$ cat src/rtl/glb_stream_arbiter.sv
// Block-granular round-robin arbiter sharing one ready/valid GLB read channel.
// Each grant covers one length-prefixed block (header word plus its body words).
module glb_stream_arbiter #(
    parameter int NUM_PORTS  = 2,
    parameter int DATA_WIDTH = 17,
    parameter int ID_WIDTH   = 3
) (
    input  logic                            clk,
    input  logic                            rst_n,
    input  logic                            flush,
    input  logic [NUM_PORTS*DATA_WIDTH-1:0] in_data,
    input  logic [NUM_PORTS-1:0]            in_valid,
    output logic [NUM_PORTS-1:0]            in_ready,
    output logic [DATA_WIDTH-1:0]           out_data,
    output logic                            out_valid,
    input  logic                            out_ready,
    output logic [ID_WIDTH-1:0]             grant_id,
    output logic                            busy,
    output logic                            block_done,
    output logic [15:0]                     blocks_total
);

    typedef enum logic [1:0] {
        ST_IDLE,
        ST_HDR,
        ST_BODY
    } state_t;

    state_t                  r_state;
    state_t                  w_state_nxt;
    logic [ID_WIDTH-1:0]     r_grant_id;
    logic [ID_WIDTH-1:0]     w_grant_nxt;
    logic [ID_WIDTH-1:0]     w_pick;
    logic                    w_any;
    logic [15:0]             r_remaining;
    logic [15:0]             w_remaining_nxt;
    logic                    r_block_done;
    logic                    w_done;
    logic [15:0]             r_blocks_total;
    logic                    w_xfer;
    logic [DATA_WIDTH-1:0]   w_sel_data;
    logic                    w_sel_valid;
    logic [2*NUM_PORTS-1:0]  w_valid_x2;
    logic [2*NUM_PORTS-1:0]  w_valid_rot;
    logic [ID_WIDTH:0]       w_start;
    logic [ID_WIDTH:0]       w_sum;

    assign grant_id     = r_grant_id;
    assign busy         = (r_state != ST_IDLE);
    assign block_done   = r_block_done;
    assign blocks_total = r_blocks_total;
    assign w_xfer       = out_valid && out_ready;

    always_comb begin
        w_sel_data  = '0;
        w_sel_valid = 1'b0;
        for (int unsigned i = 0; i < NUM_PORTS; i++) begin
            if (r_grant_id == ID_WIDTH'(i)) begin
                w_sel_data  = in_data[i*DATA_WIDTH +: DATA_WIDTH];
                w_sel_valid = in_valid[i];
            end
        end
    end

    always_comb begin
        in_ready  = '0;
        out_valid = 1'b0;
        out_data  = '0;
        if (r_state != ST_IDLE) begin
            out_valid = w_sel_valid;
            out_data  = w_sel_data;
            for (int unsigned i = 0; i < NUM_PORTS; i++) begin
                if (r_grant_id == ID_WIDTH'(i)) begin
                    in_ready[i] = out_ready;
                end
            end
        end
    end

    // Rotate the doubled valid vector so bit 0 is the port after the last grant;
    // the first set bit then gives the round-robin winner as an offset.
    assign w_start     = {1'b0, r_grant_id} + (ID_WIDTH+1)'(1);
    assign w_valid_x2  = {in_valid, in_valid};
    assign w_valid_rot = w_valid_x2 >> w_start;

    always_comb begin
        w_any = 1'b0;
        w_sum = '0;
        for (int unsigned i = 0; i < NUM_PORTS; i++) begin
            if (!w_any && w_valid_rot[i]) begin
                w_any = 1'b1;
                w_sum = w_start + (ID_WIDTH+1)'(i);
            end
        end
        if (w_sum >= (ID_WIDTH+1)'(NUM_PORTS)) begin
            w_pick = ID_WIDTH'(w_sum - (ID_WIDTH+1)'(NUM_PORTS));
        end else begin
            w_pick = ID_WIDTH'(w_sum);
        end
    end

    always_comb begin
        w_state_nxt     = r_state;
        w_grant_nxt     = r_grant_id;
        w_remaining_nxt = r_remaining;
        w_done          = 1'b0;
        case (r_state)
            ST_IDLE: begin
                if (w_any) begin
                    w_grant_nxt = w_pick;
                    w_state_nxt = ST_HDR;
                end
            end
            ST_HDR: begin
                if (w_xfer) begin
                    w_remaining_nxt = out_data[15:0];
                    if (out_data[15:0] == 16'd0) begin
                        w_done      = 1'b1;
                        w_state_nxt = ST_IDLE;
                    end else begin
                        w_state_nxt = ST_BODY;
                    end
                end
            end
            ST_BODY: begin
                if (w_xfer) begin
                    w_remaining_nxt = r_remaining - 16'd1;
                    if (r_remaining == 16'd1) begin
                        w_done      = 1'b1;
                        w_state_nxt = ST_IDLE;
                    end
                end
            end
            default: w_state_nxt = ST_IDLE;
        endcase
        // Flush overrides everything, including a coincident block completion.
        if (flush) begin
            w_state_nxt     = ST_IDLE;
            w_grant_nxt     = r_grant_id;
            w_remaining_nxt = '0;
            w_done          = 1'b0;
        end
    end

    always_ff @(posedge clk or negedge rst_n) begin
        if (!rst_n) begin
            r_state <= ST_IDLE;
        end else begin
            r_state <= w_state_nxt;
        end
    end

    always_ff @(posedge clk or negedge rst_n) begin
        if (!rst_n) begin
            r_grant_id     <= ID_WIDTH'(NUM_PORTS - 1);
            r_remaining    <= '0;
            r_block_done   <= 1'b0;
            r_blocks_total <= '0;
        end else begin
            r_grant_id     <= w_grant_nxt;
            r_remaining    <= w_remaining_nxt;
            r_block_done   <= w_done;
            r_blocks_total <= r_blocks_total + {15'd0, w_done};
        end
    end

endmodule
$ cat config.mk
export PLATFORM = sky130hd
export DESIGN_NAME = glb_stream_arbiter
export DESIGN_NICKNAME = d
export VERILOG_FILES = /design/src/rtl/glb_stream_arbiter.sv
export SDC_FILE = /design/constraint.sdc
export NUM_CORES = 1
export LEC_CHECK = 0
export BUFFER_PORTS_ARGS = -buffer_cell sky130_fd_sc_hd__buf_4
export CAP_MARGIN = 20
export CORE_MARGIN = 10
export CORE_UTILIZATION = 51
export DETAILED_ROUTE_END_ITERATION = 8
export PLACE_DENSITY = 0.88
export SLEW_MARGIN = 25
export SYNTH_ARGS = -nofsm -noshare
export SYNTH_HDL_FRONTEND = slang
export SYNTH_SLANG_ARGS = --single-unit
$ cat constraint.sdc
create_clock -name clk -period 7.7 [get_ports clk]
set_input_delay 0 -clock clk [delete_from_list [all_inputs] [get_ports clk]]
set_output_delay 0 -clock clk [all_outputs]
set_load 0.01 [all_outputs]
==> impl_results.md <==
- Rel. slew slack: 0.332
- Post-Synthesis Cells: 321
- WS Path Type: reg2reg
- Worst vdd ir: 0.120 mV
- Syn nets: about 370
- Startpoint types: flop
- CTS H-tree lvls: 2
- Worst skew pair latency: 300 ps
- Mapped cell area: ~2700 µm²
- Required time of the critical path: 7880 ps
- Core Area: 5110 µm²
- Vias in the first global route: 2717
- Rows: 26
- Setup_tns: 0 ps
- Via-per-instance ratio: 5.79
- Antenna cell count: 0
- Clock slew at reported path FFs: 80 ps
- R2R Path End: blocks_total[15]$_DFF_PN0_
- Setup repair bufs after CTS: 0
- Leak: 1.56 nW
- Power share of the combinational group: 0.361
- Crit-path max FO: 39
- Largest net degree at the start of global routing: 40
- Grt total ovfl: 0
- Final net count: 443
- Worst slew pin tran: 1000 ps
- Worst Setup End Kind: flop
- Drt initial violations: 168
- Synth Area per Inst: 8.37 µm²
- Effective utilization at floorplan: 0.526
- Tcrit/Tclk final: 0.464
- Count of input and output buffers: 80
- Design Power: 0.690 mW
- Min-delay worst type: in2reg
- Cts bufs inserted: 5
- Initial antenna violation count: 0
- Synth Flop Type: dfrtp_1
- Post-DP HPWL: 5940 µm
- Met3 Use GR: 0.0420
- PostCTS Resize Cnt: 0
- Layout cell share with drive strength beyond 1: 0.257
- Die ar.: 8570 µm²
- IO Count: 81
- Initial DRT Pass Iterations: 4
- RSZ-0062 raised after global routing: false
- DIE WIDTH: 92.6 µm
- Seq pwr share: 0.341
- CTS tree: done
- Final setup viols: 0
- DP Cell Count: 454
- Overall global routing resource usage: 0.182
- Max Root-Sink Buffers: 2
- Status: finished clean
- Sw frac: 0.336
- Post-route ant nets: 0
- Highest clock rate: 0.280 GHz
- Final Hold Viols: 0
- Global routing's busiest layer: met2
- Overall via count from detail_route: 2681
- Internal power: 0.458 mW
- First-pass GRT wire length: approximately 13000 µm
- Max Cap Viol: 0
- Met2 usage: 0.326
- CP arrival: 3760 ps
- Drt total wl: 7920 µm
- Chip Height: roughly 93 µm
- Placement Cell Area: between 3000 and 4000 µm²
- Fin area: 3460 µm²
- Psw: 0.232 mW
- FF+latch count, synth: 38
- Post-synth EDFFs: 0
- Clock root buffer: clkbuf_8
- Critical Path End: blocks_total[15]$_DFF_PN0_
- Clock sink total: 38
- Clk network pwr share: 0.298
- Cell variety after synth: 53
- Layout Cells excl Fill: 463
- Met1 GRT Util: 0.213
- Power per standard cell area: 199 nW/µm²
- Drt wl/cell: 17.1 µm
- Yosys warns: 0
- Worst r2r src: grant_id[0]$_DFFE_PN1P_
- CTS Hold Bufs: 1
- Clk_skew: 5.21 ps
- GPL Wtd Cong: 0.902
- R2R Setup Slk: approximately 4100 ps
- DRC Markers: 0
- Final Core Density: 0.678
- Post-synth ARST share: 1.00
- P&R area growth vs syn: 28.9%
- Fin. max-slew vios: 0
- Sequential area share after synthesis: 0.354
- Min Tclk post-route: 3570 ps
- R2R cell count: 12
- Launch point of the worst path: grant_id[0]$_DFFE_PN1P_
[per-stage QoR]
stage / setup slack, ps / hold WS, ps
2_1_floorplan: 4750 / -296
3_3_place_gp: 4180 / -9.32
3_5_place_dp: 3900 / -4.75
4_1_cts: 3880 / 60.0
5_1_grt: 3800 / 83.4
6_report: 4130 / 60.0
[how the worst min path moves through the flow]
stage,startpoint,endpoint,depth (start not counted)
3_3_place_gp,rst_n,blocks_total[8]$_DFF_PN0_,1
4_1_cts,flush,grant_id[0]$_DFFE_PN1P_,3
5_1_grt,flush,grant_id[0]$_DFFE_PN1P_,3
6_report,flush,grant_id[0]$_DFFE_PN1P_,3
2_1_floorplan,rst_n,block_done$_DFF_PN0_,0
3_5_place_dp,rst_n,blocks_total[8]$_DFF_PN0_,1
[placed cells by master (no fill, tap or decap), drive strengths merged, types with 9 or more instances in the layout]
master,instances
nor2,30
ha,11
nand2,29
o21ai,28
dfrtp,37
nand3b,19
nor4,11
buf,80
xnor2,13
inv,9
a21oi,29
[synthesized netlist by cell type (4+ instances only)]
cell / number / area share
and3_1: 8 / 0.019
xnor2_1: 13 / 0.042
ha_1: 11 / 0.051
nand2_1: 29 / 0.041
nand3b_1: 19 / 0.053
inv_1: 9 / 0.013
a21oi_1: 29 / 0.054
nand4_1: 4 / 0.0093
nor4_1: 10 / 0.023
o21ai_0: 22 / 0.041
o21ai_1: 6 / 0.011
dfrtp_1: 37 / 0.34
clkbuf_1: 15 / 0.021
a22oi_1: 6 / 0.017
nand3_1: 8 / 0.015
nor3_1: 4 / 0.0075
nor3b_1: 5 / 0.014
xor2_1: 6 / 0.020
nor2_1: 30 / 0.042
and2_1: 5 / 0.012
[routing by layer]
| layer | vias up | routed length (µm) |
|---|---|---|
| li1 | 1298 | - |
| met1 | 1276 | 3180 |
| met2 | 93 | 4170 |
| met3 | 14 | 450 |
| met4 | 0 | 121 |
| met5 | - | 0 |
[power by group through the flow]
stage | Sequential [mW] | Combinational (mW) | Clock [mW]
2_1_floorplan | 0.233 | 0.177 | 0
3_3_place_gp | 0.236 | 0.239 | 0
3_5_place_dp | 0.238 | 0.246 | 0
4_1_cts | 0.235 | 0.249 | 0.208
5_1_grt | 0.238 | 0.283 | 0.216
6_report | 0.235 | 0.249 | 0.206
[worst max-delay path: stages (launching register included)]
cell and delay (ps):
dfstp_2 620, ha_2 550, and2_1 270, o211ai_2 200
nor2_1 220, nand2_1 80, nor2_1 200, ha_1 240
nand4_1 150, nor2_1 290, and3_1 330, nand4_1 150
xnor2_1 150
[kinds of logic after synthesis]
| group | Yosys count | share of synthesized area |
|---|---|---|
| buffers and inverters | 26 | 0.0368 |
| AOI/OAI and AO/OA | 83 | 0.185 |
| adders and majority gates | 11 | 0.0512 |
| muxes | 4 | 0.0154 |
| xor gates and xnor gates | 19 | 0.0619 |
| and+or+nand+nor | 140 | 0.295 |
| DFF | 38 | 0.354 |
[final cells by class]
type | count | area, µm²
Clock buffer | 5 | 68.8
Multi-Input combinational cell | 257 | 1640
Inverter | 9 | 33.8
Timing Repair Buffer | 81 | 611
Fill cell | 424 | 1640
Tap cell | 70 | 87.6
Clock inverter | 3 | 68.8
Sequential cell | 38 | 952
[flip-flops by register name, indices dropped and copies added (netlist names)]
register      count
block_done        1
blocks_total     16
r_state           2
r_remaining      16
grant_id          3
No activity file was read; power rests on OpenSTA's default activity.
